### src/rtl/pipe_ctrl_pkg.sv
// Shared definitions for the pipeline controller: stall encodings, the ERET
// exception code, FSM state encoding and the all-zero word.
package pipe_ctrl_pkg;

    typedef enum logic [0:0] {
        ST_RUN        = 1'b0,
        ST_FLUSH_HOLD = 1'b1
    } pipe_state_e;

    localparam logic [31:0] ZERO_WORD = 32'h0000_0000;
    localparam logic [31:0] ERET_CODE = 32'h0000_000e;

    // Hold masks: bit0 PC, bit1 IF/ID, bit2 ID/EX, bit3 EX/MEM, bit4 MEM/WB, bit5 WB
    localparam logic [5:0] STALL_NONE = 6'b000000;
    localparam logic [5:0] STALL_ID   = 6'b000111;
    localparam logic [5:0] STALL_EX   = 6'b001111;
    localparam logic [5:0] STALL_MEM  = 6'b011111;

    // The deepest stalling stage wins: it must also freeze everything upstream.
    function automatic logic [5:0] stall_encode(input logic id_req,
                                                input logic ex_req,
                                                input logic mem_req);
        logic [5:0] mask;
        mask = STALL_NONE;
        if (mem_req)     mask = STALL_MEM;
        else if (ex_req) mask = STALL_EX;
        else if (id_req) mask = STALL_ID;
        return mask;
    endfunction

endpackage

### src/rtl/pipe_ctrl_stall_watchdog.sv
// stall_watchdog: counts consecutive MEM-stall cycles, saturating at
// MEM_STALL_LIMIT, and raises a sticky timeout flag cleared only by reset.
module stall_watchdog #(
    parameter int MEM_STALL_LIMIT = 255
) (
    input  logic clk,
    input  logic rst,
    input  logic stall_mem_i,
    input  logic clear_i,
    output logic timeout_o
);

    localparam int CW = (MEM_STALL_LIMIT < 2) ? 1 : $clog2(MEM_STALL_LIMIT + 1);
    localparam logic [CW-1:0] LIMIT_C = CW'(MEM_STALL_LIMIT);

    logic [CW-1:0] cnt_q, cnt_d;
    logic          timeout_q, timeout_d;

    // Next count: restart on any break in the stall run or on a flush; hold at the limit.
    always_comb begin
        cnt_d     = cnt_q;
        timeout_d = timeout_q;
        if (clear_i || !stall_mem_i) begin
            cnt_d = '0;
        end else if (cnt_q != LIMIT_C) begin
            cnt_d = cnt_q + 1'b1;
        end
        if (cnt_d == LIMIT_C && stall_mem_i && !clear_i) begin
            timeout_d = 1'b1;
        end
    end

    // Counter and sticky flag registers.
    always_ff @(posedge clk) begin
        if (rst) begin
            cnt_q     <= '0;
            timeout_q <= 1'b0;
        end else begin
            cnt_q     <= cnt_d;
            timeout_q <= timeout_d;
        end
    end

    assign timeout_o = timeout_q;

endmodule

### src/rtl/pipe_ctrl.sv
// pipe_ctrl: pipeline stall/flush controller. Exceptions from MEM flush the
// pipe and redirect the PC; otherwise the deepest stall request freezes the
// pipe. Optional macro PIPE_PERF_CNT_EN adds stall/flush performance counters.
module pipe_ctrl
    import pipe_ctrl_pkg::*;
#(
    parameter logic [31:0] EXC_VECTOR      = 32'h0000_0020,
    parameter int          MEM_STALL_LIMIT = 255
) (
    input  logic        clk,
    input  logic        rst,
    input  logic        stallreq_id_i,
    input  logic        stallreq_ex_i,
    input  logic        stallreq_mem_i,
    input  logic [31:0] excepttype_i,
    input  logic [31:0] cp0_epc_i,
    output logic [5:0]  stall_o,
    output logic        flush_o,
    output logic [31:0] new_pc_o,
    output logic        bus_timeout_o
`ifdef PIPE_PERF_CNT_EN
    ,
    output logic [31:0] stall_cycles_o,
    output logic [31:0] flush_count_o
`endif
);

    pipe_state_e state_q, state_d;

    // Flush/stall decode: an exception taken in RUN overrides every stall request,
    // and the cycle after a flush ignores the still-visible exception code.
    always_comb begin
        state_d  = state_q;
        flush_o  = 1'b0;
        stall_o  = STALL_NONE;
        new_pc_o = ZERO_WORD;
        if (!rst) begin
            if (state_q == ST_RUN && excepttype_i != ZERO_WORD) begin
                flush_o  = 1'b1;
                new_pc_o = (excepttype_i == ERET_CODE) ? cp0_epc_i : EXC_VECTOR;
                state_d  = ST_FLUSH_HOLD;
            end else begin
                stall_o = stall_encode(stallreq_id_i, stallreq_ex_i, stallreq_mem_i);
                state_d = ST_RUN;
            end
        end
    end

    // FSM state register.
    always_ff @(posedge clk) begin
        if (rst) begin
            state_q <= ST_RUN;
        end else begin
            state_q <= state_d;
        end
    end

    stall_watchdog #(
        .MEM_STALL_LIMIT (MEM_STALL_LIMIT)
    ) u_watchdog (
        .clk         (clk),
        .rst         (rst),
        .stall_mem_i (stallreq_mem_i),
        .clear_i     (flush_o),
        .timeout_o   (bus_timeout_o)
    );

`ifdef PIPE_PERF_CNT_EN
    logic [31:0] stall_cycles_q, stall_cycles_d;
    logic [31:0] flush_count_q, flush_count_d;

    // Performance counter next-state; both wrap naturally at 2^32.
    always_comb begin
        stall_cycles_d = stall_cycles_q + {31'd0, (stall_o != STALL_NONE)};
        flush_count_d  = flush_count_q + {31'd0, flush_o};
    end

    // Performance counter registers.
    always_ff @(posedge clk) begin
        if (rst) begin
            stall_cycles_q <= '0;
            flush_count_q  <= '0;
        end else begin
            stall_cycles_q <= stall_cycles_d;
            flush_count_q  <= flush_count_d;
        end
    end

    assign stall_cycles_o = stall_cycles_q;
    assign flush_count_o  = flush_count_q;
`endif

endmodule

### config.mk
export PLATFORM = sky130hd
export DESIGN_NAME = pipe_ctrl
export DESIGN_NICKNAME = d
export VERILOG_FILES = /design/src/rtl/pipe_ctrl_pkg.sv /design/src/rtl/pipe_ctrl_stall_watchdog.sv /design/src/rtl/pipe_ctrl.sv
export SDC_FILE = /design/constraint.sdc
export NUM_CORES = 1
export LEC_CHECK = 0
export BUFFER_PORTS_ARGS = -buffer_cell sky130_fd_sc_hd__buf_2
export CAP_MARGIN = 20
export CORE_MARGIN = 2
export CORE_UTILIZATION = 29
export DETAILED_ROUTE_END_ITERATION = 7
export GPL_TIMING_DRIVEN = 0
export PLACE_DENSITY = 0.75
export SKIP_CTS_REPAIR_TIMING = 1
export SYNTH_ARGS = -nofsm -noshare
export SYNTH_HDL_FRONTEND = slang
export SYNTH_SLANG_ARGS = --single-unit
### constraint.sdc
create_clock -name clk -period 4.53 [get_ports clk]
set_input_delay 0.906 -clock clk [delete_from_list [all_inputs] [get_ports clk]]
set_output_delay 0.906 -clock clk [all_outputs]
set_load 0.01 [all_outputs]
* Word level (Yosys, flattened, before mapping)
Index checks and enable logic that the tools add are counted.
Operators by class: $add $sub $neg 1, equal/unequal tests 3, muxes and demuxes 12, bitwise logic cells 1, reductions and logical operators 7
Operators by type and width (number):
- $mux 32 | 3
- $eq 32x4->1 const B | 1
- $reduce_bool 32->1 | 1
- $mux 8 | 2
- $mux 5 | 3
- $add 8x1->8 const B | 1
- $eq 8x8->1 const B | 1
- $ne 8x8->1 const B | 1
- $mux 4 | 1
- $logic_and 1x1->1 | 3
- $mux 3 | 1
- $logic_not 1->1 | 2
- $mux 1 | 2
- $logic_or 1x1->1 | 1
- $not 1->1 | 1
Storage, ports and cells: register bits 10, input port bits 69, output and inout bits 40, word-level logic and storage cells 27

* Depth between registers and ports, before layout
depth after elaboration 9, gate-level depth with buffers 5, depth with buffers taken out 5

* Cells and area by module
From an unflattened synthesis, not the netlist that was laid out.
Unflattened totals: cells, all modules 135, area total of the unflattened synthesis 1006.0 µm²
By module, submodules not included:
- stall_watchdog | times used 1, cells each 70, area each 559.3 µm², sequential area each 180.2 µm²
- pipe_ctrl | times used 1, cells each 65, area each 446.7 µm², sequential area each 20.0 µm²

* Worst setup path after synthesis
Ideal clock, no wire load.
path kind in2out, start input excepttype_i[12], end output stall_o[1], data arrival time 2331 ps, required time 3624 ps, slack 1293 ps, stages 5, path buffers 1, path through nor4_2 nand4_2 o31a_2 nor3_1 buf_4
On the way: word-level cells in the longest chain between the ends 4
Ends and longest elaborated chain:
- start: declaration | RTL line pipe_ctrl.sv:15 | input logic [31:0] excepttype_i,
- $reduce_bool 32->1 | RTL line pipe_ctrl.sv:38 | if (state_q == ST_RUN && excepttype_i != ZERO_WORD) begin
- $logic_and 1x1->1 | RTL line pipe_ctrl.sv:38
- $mux 5 | RTL line pipe_ctrl.sv:38
- $mux 5 | RTL line pipe_ctrl.sv:37 | if (!rst) begin
- end: declaration | RTL line pipe_ctrl.sv:17 | output logic [5:0] stall_o,
Every way passes these cells.

* Worst setup path in the final report
start input excepttype_i[20], end output stall_o[2]
The elaborated chain is that of the path after synthesis.

==> impl_metrics.toml <==
[status]
run_status = "finished clean"

[clock_network]
clk-insertion-delay-late_ns = 0.27
numClockSinks = 10
numCtsBuffers = 3
htreeDepth = 1
cts-root-to-sink-buffers = 2
ctsRootBufferMaster = "sky130_fd_sc_hd__clkbuf_4"
path_clk_slew_ns = 0.06
tritoncts = "yes"

[finish]
antenna_cells = 0
layout.nets = 306
mostFrequentLayoutCells = "108 x sky130_fd_sc_hd__buf_2, 31 x sky130_fd_sc_hd__and2_1, 15 x sky130_fd_sc_hd__nor2_1, 10 x sky130_fd_sc_hd__dfxtp_1, 7 x sky130_fd_sc_hd__nor3_1"
leading_cell_type_in_the_layout_fill_and_taps_excluded = "sky130_fd_sc_hd__buf_2"
area.growth.synth_to_final_pct = 66.13
post_route_cells_drive_above_1_share = 0.5299

[global_route]
grt_pass1_vias = 1173
number_of_antenna_violations_at_the_first_check_in_global_routing = 0
grt_use_total = 0.1697
grt_start_max_net_pins = 11
grt-ovfl-total = 0
first_pass_grt_wire_length_um = 4788

[drt]
post_drt_via_cell_ratio = 4.633
drt_total_wl_um = 3066
postRouteAntennaNets = 0
drtPass1Iterations = 6
num_vias = 1288
drt_drc_violations_left = 0
drtIter0Drc = 74
routedWlPerCell_um = 11.03

[worst_setup_path]
critical-path-top-cell-by-count = "sky130_fd_sc_hd__buf_2"
critical_path.endpoint_type = "output pin"
type_of_the_worst_setup_path = "primary input to output pin"
timing.critical_path.cells = "buf_2 -> nor4_1 -> nand4_1 -> o31a_2 -> nor3_1 -> buf_4 -> buf_2"
cp_slowest_stage_delay_ns = 0.40
setup.worst_path.start_class = "primary input"
worst_ep_required_time_ns = 3.62
timing.critical_path.fanout_max = 4
critical_path.slowest_cell = "sky130_fd_sc_hd__o31a_2"
cp_data_arrival_time_ns = 2.52

[logic_synthesis]
netlist_area_sq_um = 927.1
average_size_of_a_mapped_cell_sq_um = 7.477
yosysWarningCount = 0
post_synth_main_area_contributors = "sky130_fd_sc_hd__dfxtp_1 22%, sky130_fd_sc_hd__and2_1 21%, sky130_fd_sc_hd__nor2_1 6.1%"
postSynthRegisterBits = 10
mappedNetlistNets = 194
synthesized_netlist_cell_count = 124
ys_types = 35
synth_top_area_frac = 0.2159
synth_area_leader_cell = "sky130_fd_sc_hd__dfxtp_1"
synth_sequential_area_ratio = 0.2159

[sta]
holdWs_ns = 0.4683
setup_skew_after_layout_ns = 0.001812
layout_worst_path_cycle_share = 0.7565
totalNegativeSetupSlack_ns = 0
finalWorstPathRequiredPeriod_ns = 3.427
timing.final.max_slew_violations = 0
max_freq_ghz = 0.2918
grt_setup_unrepaired = "no"
hold_violations = 0
timing.final.setup_violations = 0

[pwr]
static_power_due_to_leakage_nw = 0.8257
power.density_cell_area_nw_per_um2 = 128.7
ir_drop_v = 0.00005579

[flow_run]
cap_viol_max_count = 0

[placed_design]
dpl.hpwl_um = 2645
place.port_buffers = 107
routabilityCongestion = 0.8262

[floorplan]
floorplan.die.width_um = 60.54
ioPinCount = 109
num_rows = 20
die_height_um = 60.54
core_area_sq_um = 3053
start_util = 0.3037
die-area_sq_um = 3665

[min_path]
min_path_type = "flip-flop to flip-flop"
==> final cells by class <==
type / instances / area (sq um)
multi-input cells: 103 / 665.6
flip-flops and latches: 10 / 200.2
inverters: 3 / 11.26
fillers: 314 / 1513
plain buffers: 8 / 50.05
well taps: 44 / 55.05
repair buffers: 107 / 535.5
clock buffers: 3 / 22.52
==> kinds of logic after synthesis <==
family                   synth area share
XOR/XNOR                          0.02835
multiplexers                      0.02159
buffers and inverters             0.06612
other                            0.004045
AND/OR/NAND/NOR                    0.5344
AO/OA/AOI/OAI                      0.1161
adder cells (fa/ha/maj)           0.01349
flip-flops                         0.2159
==> state kept, by name, indices dropped and copies added, names as in the netlist <==
register              count
u_watchdog.timeout_o      1
u_watchdog.cnt_q          8
state_q                   1
==> stage by stage <==
| step | std cells | setup WS (ns) | util | power, mW | area [sq um] |
|---|---|---|---|---|---|
| after floorplan | 124 | 1.293 | - | 0.1054 | 927.1 |
| after global placement | 275 | 1.109 | 0.4971 | 0.1395 | 1518 |
| after detailed placement | 275 | 1.078 | 0.4971 | 0.1406 | 1518 |
| after CTS | 278 | 1.071 | 0.5045 | 0.2014 | 1540 |
| after global routing | 278 | 0.9200 | 0.5045 | 0.2101 | 1540 |
| final | 278 | 1.103 | 0.5045 | 0.1982 | 1540 |
==> power by group <==
part	switching, mW	internal, mW	leakage (nW)
combinational	0.0185	0.0292	0.731
sequential	0.00158	0.0890	0.0810
clock	0.0293	0.0307	0.0138
total	0.0494	0.149	0.826
==> routing by layer <==
metal,share of wire,global-route usage
met1,0.38,0.1923
met2,0.52,0.3137
met3,0.089,0.03198
met4,0.013,0.06522
met5,0,0
==> final timing paths <==
path | from | slack [ns] | endpoint | cells after the start
setup / recovery | excepttype_i[20] | 1.10 | stall_o[2] | 7
hold / removal | u_watchdog.timeout_o$_SDFFE_PP0P_ | 0.47 | u_watchdog.timeout_o$_SDFFE_PP0P_ | 2
setup reg to reg | u_watchdog.cnt_q[0]$_SDFF_PP0_ | 2.69 | u_watchdog.timeout_o$_SDFFE_PP0P_ | 5
hold reg to reg | u_watchdog.timeout_o$_SDFFE_PP0P_ | 0.47 | u_watchdog.timeout_o$_SDFFE_PP0P_ | 2
==> Yosys cell counts <==
cell                         n
sky130_fd_sc_hd__nand4_1     3
sky130_fd_sc_hd__nor3_2      1
sky130_fd_sc_hd__o31a_1      1
sky130_fd_sc_hd__buf_2       1
sky130_fd_sc_hd__nor2b_1     1
sky130_fd_sc_hd__or3b_2      2
sky130_fd_sc_hd__o31a_2      1
sky130_fd_sc_hd__o21ai_0     2
sky130_fd_sc_hd__dfxtp_1    10
sky130_fd_sc_hd__nand2_1     4
sky130_fd_sc_hd__nor2_1     15
sky130_fd_sc_hd__ha_1        1
sky130_fd_sc_hd__o32ai_2     1
sky130_fd_sc_hd__o2111ai_1   1
sky130_fd_sc_hd__nor4_1      3
sky130_fd_sc_hd__o211ai_1    3
sky130_fd_sc_hd__buf_4       3
sky130_fd_sc_hd__nor3_1      7
sky130_fd_sc_hd__nand2b_1    1
sky130_fd_sc_hd__nand3_1     5
sky130_fd_sc_hd__buf_6       1
sky130_fd_sc_hd__nand4_2     1
sky130_fd_sc_hd__a211oi_1    3
sky130_fd_sc_hd__and3_1      2
sky130_fd_sc_hd__clkbuf_1    3
sky130_fd_sc_hd__or3_1       2
sky130_fd_sc_hd__o2bb2ai_1   1
sky130_fd_sc_hd__and2_1     31
sky130_fd_sc_hd__mux2i_1     2
sky130_fd_sc_hd__and4_1      1
sky130_fd_sc_hd__inv_1       3
sky130_fd_sc_hd__nor4_2      3
sky130_fd_sc_hd__conb_1      1
sky130_fd_sc_hd__nor4b_1     1
sky130_fd_sc_hd__xor2_1      3
==> worst max-delay path, delay by kind of cell <==
family          cells  cell delay [ns]
compound gates      1             0.40
simple gates        3             0.84
buf+inv             3             0.37
Note: power is estimated with default switching activity, not from simulation.
